===== src/rtl/temporal_ngram_encoder.sv =====
// Temporal N-gram encoder: per-modality permute-and-XOR over the last NGRAM samples, folded
// one history entry per cycle. Optional macro NGRAM_EMIT_PARTIAL_EN emits warm-up N-grams.

`ifndef HV_DIMENSION
`define HV_DIMENSION 64
`endif

module temporal_ngram_encoder #(
  parameter int unsigned NGRAM      = 3,
  parameter int unsigned DIM        = `HV_DIMENSION,
  parameter int unsigned FILL_WIDTH = $clog2(NGRAM + 1),
  parameter int unsigned IDX_WIDTH  = (NGRAM > 1) ? $clog2(NGRAM) : 1
) (
  input  logic           Clk_CI,
  input  logic           Reset_RI,
  input  logic           ValidIn_SI,
  output logic           ReadyOut_SO,
  input  logic [0:DIM-1] HypervectorIn_mod1_DI,
  input  logic [0:DIM-1] HypervectorIn_mod2_DI,
  input  logic [0:DIM-1] HypervectorIn_mod3_DI,
  output logic           ValidOut_SO,
  input  logic           ReadyIn_SI,
  output logic [0:DIM-1] HypervectorOut_mod1_DO,
  output logic [0:DIM-1] HypervectorOut_mod2_DO,
  output logic [0:DIM-1] HypervectorOut_mod3_DO
);

  localparam int unsigned NumMod = 3;

  localparam logic [1:0] S_IDLE          = 2'd0;
  localparam logic [1:0] S_FOLD          = 2'd1;
  localparam logic [1:0] S_OUTPUT_STABLE = 2'd2;

  logic [1:0]            r_state;
  logic [FILL_WIDTH-1:0] r_fill;
  logic [IDX_WIDTH-1:0]  r_idx;
  logic [0:DIM-1]        r_hist [NumMod][NGRAM];
  logic [0:DIM-1]        r_acc  [NumMod];

  logic [0:DIM-1]        w_in       [NumMod];
  logic [0:DIM-1]        w_hist_nxt [NumMod][NGRAM];
  logic [FILL_WIDTH-1:0] w_fill_nxt;
  logic                  w_start_fold;

  // rho: out[0] = in[DIM-1], out[k] = in[k-1]
  function automatic logic [0:DIM-1] rho(input logic [0:DIM-1] x);
    return {x[DIM-1], x[0:DIM-2]};
  endfunction

  assign w_in[0] = HypervectorIn_mod1_DI;
  assign w_in[1] = HypervectorIn_mod2_DI;
  assign w_in[2] = HypervectorIn_mod3_DI;

  always_comb begin
    w_fill_nxt = (r_fill == FILL_WIDTH'(NGRAM)) ? r_fill : r_fill + 1'b1;
`ifdef NGRAM_EMIT_PARTIAL_EN
    w_start_fold = 1'b1;
`else
    w_start_fold = (w_fill_nxt == FILL_WIDTH'(NGRAM));
`endif
  end

  always_comb begin
    for (int m = 0; m < NumMod; m++) begin
      w_hist_nxt[m][0] = w_in[m];
      for (int i = 1; i < NGRAM; i++) begin
        w_hist_nxt[m][i] = r_hist[m][i-1];
      end
`ifdef NGRAM_EMIT_PARTIAL_EN
      // Warm-up samples fill from the oldest slot, so the first one is rotated NGRAM-1 times
      // and the window lines up with the shifting order once full.
      if (32'(r_fill) < NGRAM) begin
        for (int i = 0; i < NGRAM; i++) begin
          if (i == int'(NGRAM) - 1 - int'(r_fill)) begin
            w_hist_nxt[m][i] = w_in[m];
          end else begin
            w_hist_nxt[m][i] = r_hist[m][i];
          end
        end
      end
`endif
    end
  end

  always_ff @(posedge Clk_CI or posedge Reset_RI) begin
    if (Reset_RI) begin
      r_state <= S_IDLE;
      r_fill  <= '0;
      r_idx   <= '0;
      for (int m = 0; m < NumMod; m++) begin
        r_acc[m] <= '0;
        for (int i = 0; i < NGRAM; i++) begin
          r_hist[m][i] <= '0;
        end
      end
    end else begin
      unique case (r_state)
        S_IDLE: begin
          if (ValidIn_SI) begin
            for (int m = 0; m < NumMod; m++) begin
              r_acc[m] <= '0;
              for (int i = 0; i < NGRAM; i++) begin
                r_hist[m][i] <= w_hist_nxt[m][i];
              end
            end
            r_idx  <= IDX_WIDTH'(NGRAM - 1);
            r_fill <= w_fill_nxt;
            if (w_start_fold) begin
              r_state <= S_FOLD;
            end
          end
        end
        S_FOLD: begin
          for (int m = 0; m < NumMod; m++) begin
            r_acc[m] <= rho(r_acc[m]) ^ r_hist[m][r_idx];
          end
          if (r_idx == '0) begin
            r_state <= S_OUTPUT_STABLE;
          end else begin
            r_idx <= r_idx - 1'b1;
          end
        end
        S_OUTPUT_STABLE: begin
          if (ReadyIn_SI) begin
            r_state <= S_IDLE;
          end
        end
        default: r_state <= S_IDLE;
      endcase
    end
  end

  assign ReadyOut_SO            = (r_state == S_IDLE);
  assign ValidOut_SO            = (r_state == S_OUTPUT_STABLE);
  assign HypervectorOut_mod1_DO = r_acc[0];
  assign HypervectorOut_mod2_DO = r_acc[1];
  assign HypervectorOut_mod3_DO = r_acc[2];

endmodule


===== config.mk =====
export PLATFORM = sky130hd
export DESIGN_NAME = temporal_ngram_encoder
export DESIGN_NICKNAME = d
export VERILOG_FILES = /design/src/rtl/temporal_ngram_encoder.sv
export SDC_FILE = /design/constraint.sdc
export NUM_CORES = 2
export LEC_CHECK = 0
export ABC_AREA = 1
export BUFFER_PORTS_ARGS = -buffer_cell sky130_fd_sc_hd__buf_2
export CAP_MARGIN = 20
export CORE_ASPECT_RATIO = 1.1
export CORE_MARGIN = 1
export CORE_UTILIZATION = 47
export CTS_BUF_LIST = sky130_fd_sc_hd__clkbuf_16
export DETAILED_ROUTE_END_ITERATION = 8
export HOLD_SLACK_MARGIN = 0.15
export PLACE_DENSITY = 0.77
export SYNTH_ARGS = -nofsm -noshare
export SYNTH_HDL_FRONTEND = slang
export SYNTH_SLANG_ARGS = --single-unit

===== constraint.sdc =====
create_clock -name Clk_CI -period 27.4 [get_ports Clk_CI]
set_clock_uncertainty 0.05 [all_clocks]
set_input_delay 5.48 -clock Clk_CI [delete_from_list [all_inputs] [get_ports Clk_CI]]
set_output_delay 5.48 -clock Clk_CI [all_outputs]
set_load 0.01 [all_outputs]

==> run summary <==
Outcome = finished, final reports clean
Leakage = 21.9 nW
Avg Cell Area, Syn = 7.65 um2
Largest family of logic cells by synthesized area = simple AND/OR/NAND/NOR gates
Final #Nets = 5,158
Sequential cell area = 19,400 um2
Worst Path Arrival = 8.99 ns
Biggest area consumer among synthesized cells = dfrtp_1
Pin count of the biggest net entering global routing = 227
Clk pwr share = 21.8%
Critical Path RT = 27.88 ns
Max-slew headroom = 21.2%
GRT Residual Overflow = 0
Met3 routed WL = 5.74 mm
Post-synth EDFFs = 0
Resize count post-CTS = 0
Hold Fails Final Rpt = 0
Asr flop ratio synth = 100%
Postcts setup bufs = 0
PortBufs = 389
Post-route ant nets = 0
Critical Path Sink Type = register
Met2 routed WL = 43.6 mm
CTS tree = done
First-pass GRT wire length = 152 mm
Top sig layer = met5
Filler cells = 7,034
Placer Congestion = 0.824
CTS clk-pin slew, worst paths = 0.06 ns
Top cells by count, synth = nand2_1, dfrtp_1, inv_1
Rows = 106
Hold Worst Slack = 0.420 ns
RSZ-0062 raised after global routing = false
Total CTS buffers = 83
Worst Max-Slew Pin Slew = 1.18 ns
Clock sink total = 774
HP Class = reg -> reg
Setup_tns = 0 ns
Syn Inst Count = 4,706
Top cell type's share of synthesized area = 53.8%
Switch Pwr = 2.11 mW
GRT Overall Usage = 24.0%
Core footprint = 75,900 um2
Antenna violations before repair = 18
Max IR drop VDD = 0.120 mV
Fmax achieved = 0.117 GHz
Simple-Gate Fraction of Synth Area = 28.2%
Fin crit period = 8.52 ns
CP Max Fanout = 221
Initial Util = 47.5%
TritonRoute pass-1 iters = 6
Die Area = 77,700 um2
Drt initial violations = 2,392
Pwr/cell area = 122 nW/um2
Setup violators final = 0
Final instance area = 40,900 um2
Multi-input logic area = 13,100 um2
Compound-Gate Fraction of Synth Area = 8.11%
Switch share = 42.2%
Die Span Y = 292 um
Synth Area in XOR/XNOR = 0%
Synth top area cells = dfrtp_1, nand2_1, nand3_1, inv_1, o21ai_1
Crit Path Class = in -> reg
Vias in the first global route = 29,400
# H-tree levels = 3
DR WL/cell = 15.4 um
CP Launch Type = input pin
# hold bufs at CTS = 0
I/O pin count = 390
Count leader, synth = nand2_1
Post-synthesis adder-cell area fraction = 0.0347%
DRC Markers = 0
Seq/Total Area, Yosys = 53.8%
Die X = 266 um
Post-place instance area = 38,200 um2
Routed met1 length = 41.1 mm
Gate power share = 39.9%
Syn Std Cell Area = 36,000 um2
Clock Tree Buf Depth = 3
Latest clock arrival within the worst-skew pair = 0.62 ns
Synth warn = 0
DP HPWL = 55.8 mm
Final Cycle Share = 31.1%
Max-cap violations = 0
Via/cell ratio = 5.09
Post-Route WL = 93.1 mm
Yosys reg bits = 774
Root Driver = clkbuf_16
Mux cell area share after synthesis = 0%
Layout area overhead = 13.6%
Main synth FF type = dfrtp_1
Pins Over Slew Limit = 0
Syn nets = 4,903
Routed via count = 30,800
Internal Power = 2.89 mW
Layout cells sized above 1 = 11.0%
Synth cell types = 20
Seq pwr share = 38.3%
==> worst paths after layout <==
| check | startpoint | to | slack [ns] | cells after the start |
|---|---|---|---|---|
| setup reg to reg | r_state[0] | r_hist[282] | 23.37 | 8 |
| min in group asynchronous | Reset_RI | r_hist[161] | 4.99 | 2 |
| setup / recovery | ValidIn_SI | r_hist[282] | 18.88 | 8 |
| hold / removal | r_hist[138] | r_hist[74] | 0.42 | 2 |
| max in group asynchronous | Reset_RI | HypervectorOut_mod2_DO[33] | 19.34 | 5 |
| hold reg to reg | r_hist[138] | r_hist[74] | 0.42 | 2 |
==> cells by family after synthesis <==
family,count (synthesis)
DFF,774
adders and majority gates,1
buffers and inverters,842
AOI/OAI and AO/OA,582
and+or+nand+nor,2507
==> state kept, by name, indices dropped and copies added, names as in the netlist <==
name                    count
HypervectorOut_mod1_DO     64
HypervectorOut_mod2_DO     64
HypervectorOut_mod3_DO     64
r_fill                      2
r_hist                    576
r_idx                       2
r_state                     2
==> layer usage <==
metal  track usage, %  vias up
li1                 -    15200
met1             32.8    14600
met2             38.6      861
met3             3.83      175
met4             8.83        6
met5                0        -
==> worst max-delay path, cell delays in order <==
cell	delay, ns
buf_2	0.09
inv_2	0.04
nor2_4	0.65
buf_12	0.53
buf_4	0.88
buf_4	0.82
nand2_1	0.15
o21ai_1	0.13
==> power by group through the flow <==
stage	clock network, mW	registers, mW	logic (mW)
after global placement	0	1.91	1.92
final	1.09	1.92	2.00
after detailed placement	0	1.92	1.99
after global routing	1.16	1.97	2.29
after CTS	1.12	1.91	2.00
after floorplan	0	1.91	1.48
==> area by class of cell <==
cell class	instances	share of cell area, %
Antenna cell	12	0.0734
Clock buffer	83	5.08
Clock inverter	61	1.26
Inverter	588	5.47
Multi-Input combinational cell	3090	32.0
Sequential cell	774	47.4
Tap cell	1026	3.14
Timing Repair Buffer	424	5.59
==> placed cells by master, fill, tap and decap left out, types with 3 or more instances in the layout <==
master | netlist | layout
clkinv_1 | 0 | 14
nand2_1 | 1923 | 1923
diode_2 | 0 | 12
o21ai_1 | 342 | 342
dfrtp_1 | 774 | 773
inv_1 | 581 | 597
buf_2 | 173 | 389
nor2_1 | 4 | 3
buf_4 | 44 | 30
bufinv_16 | 0 | 8
inv_2 | 7 | 3
o21ai_0 | 237 | 237
inv_6 | 0 | 8
clkbuf_16 | 0 | 83
buf_12 | 0 | 3
clkinv_2 | 0 | 12
nand3_1 | 577 | 577
nor2_4 | 1 | 3
==> stage by stage <==
step	setup slack (ns)	util (%)	power, mW	std cells
6_report	18.88	53.9	5.01	6058
5_1_grt	18.49	53.9	5.42	6057
4_1_cts	18.88	53.8	5.03	6044
3_5_place_dp	18.26	50.4	3.91	5900
3_3_place_gp	18.29	50.4	3.83	5900
2_1_floorplan	0.142	-	3.39	4706
No activity file was read; power rests on OpenSTA's default activity.
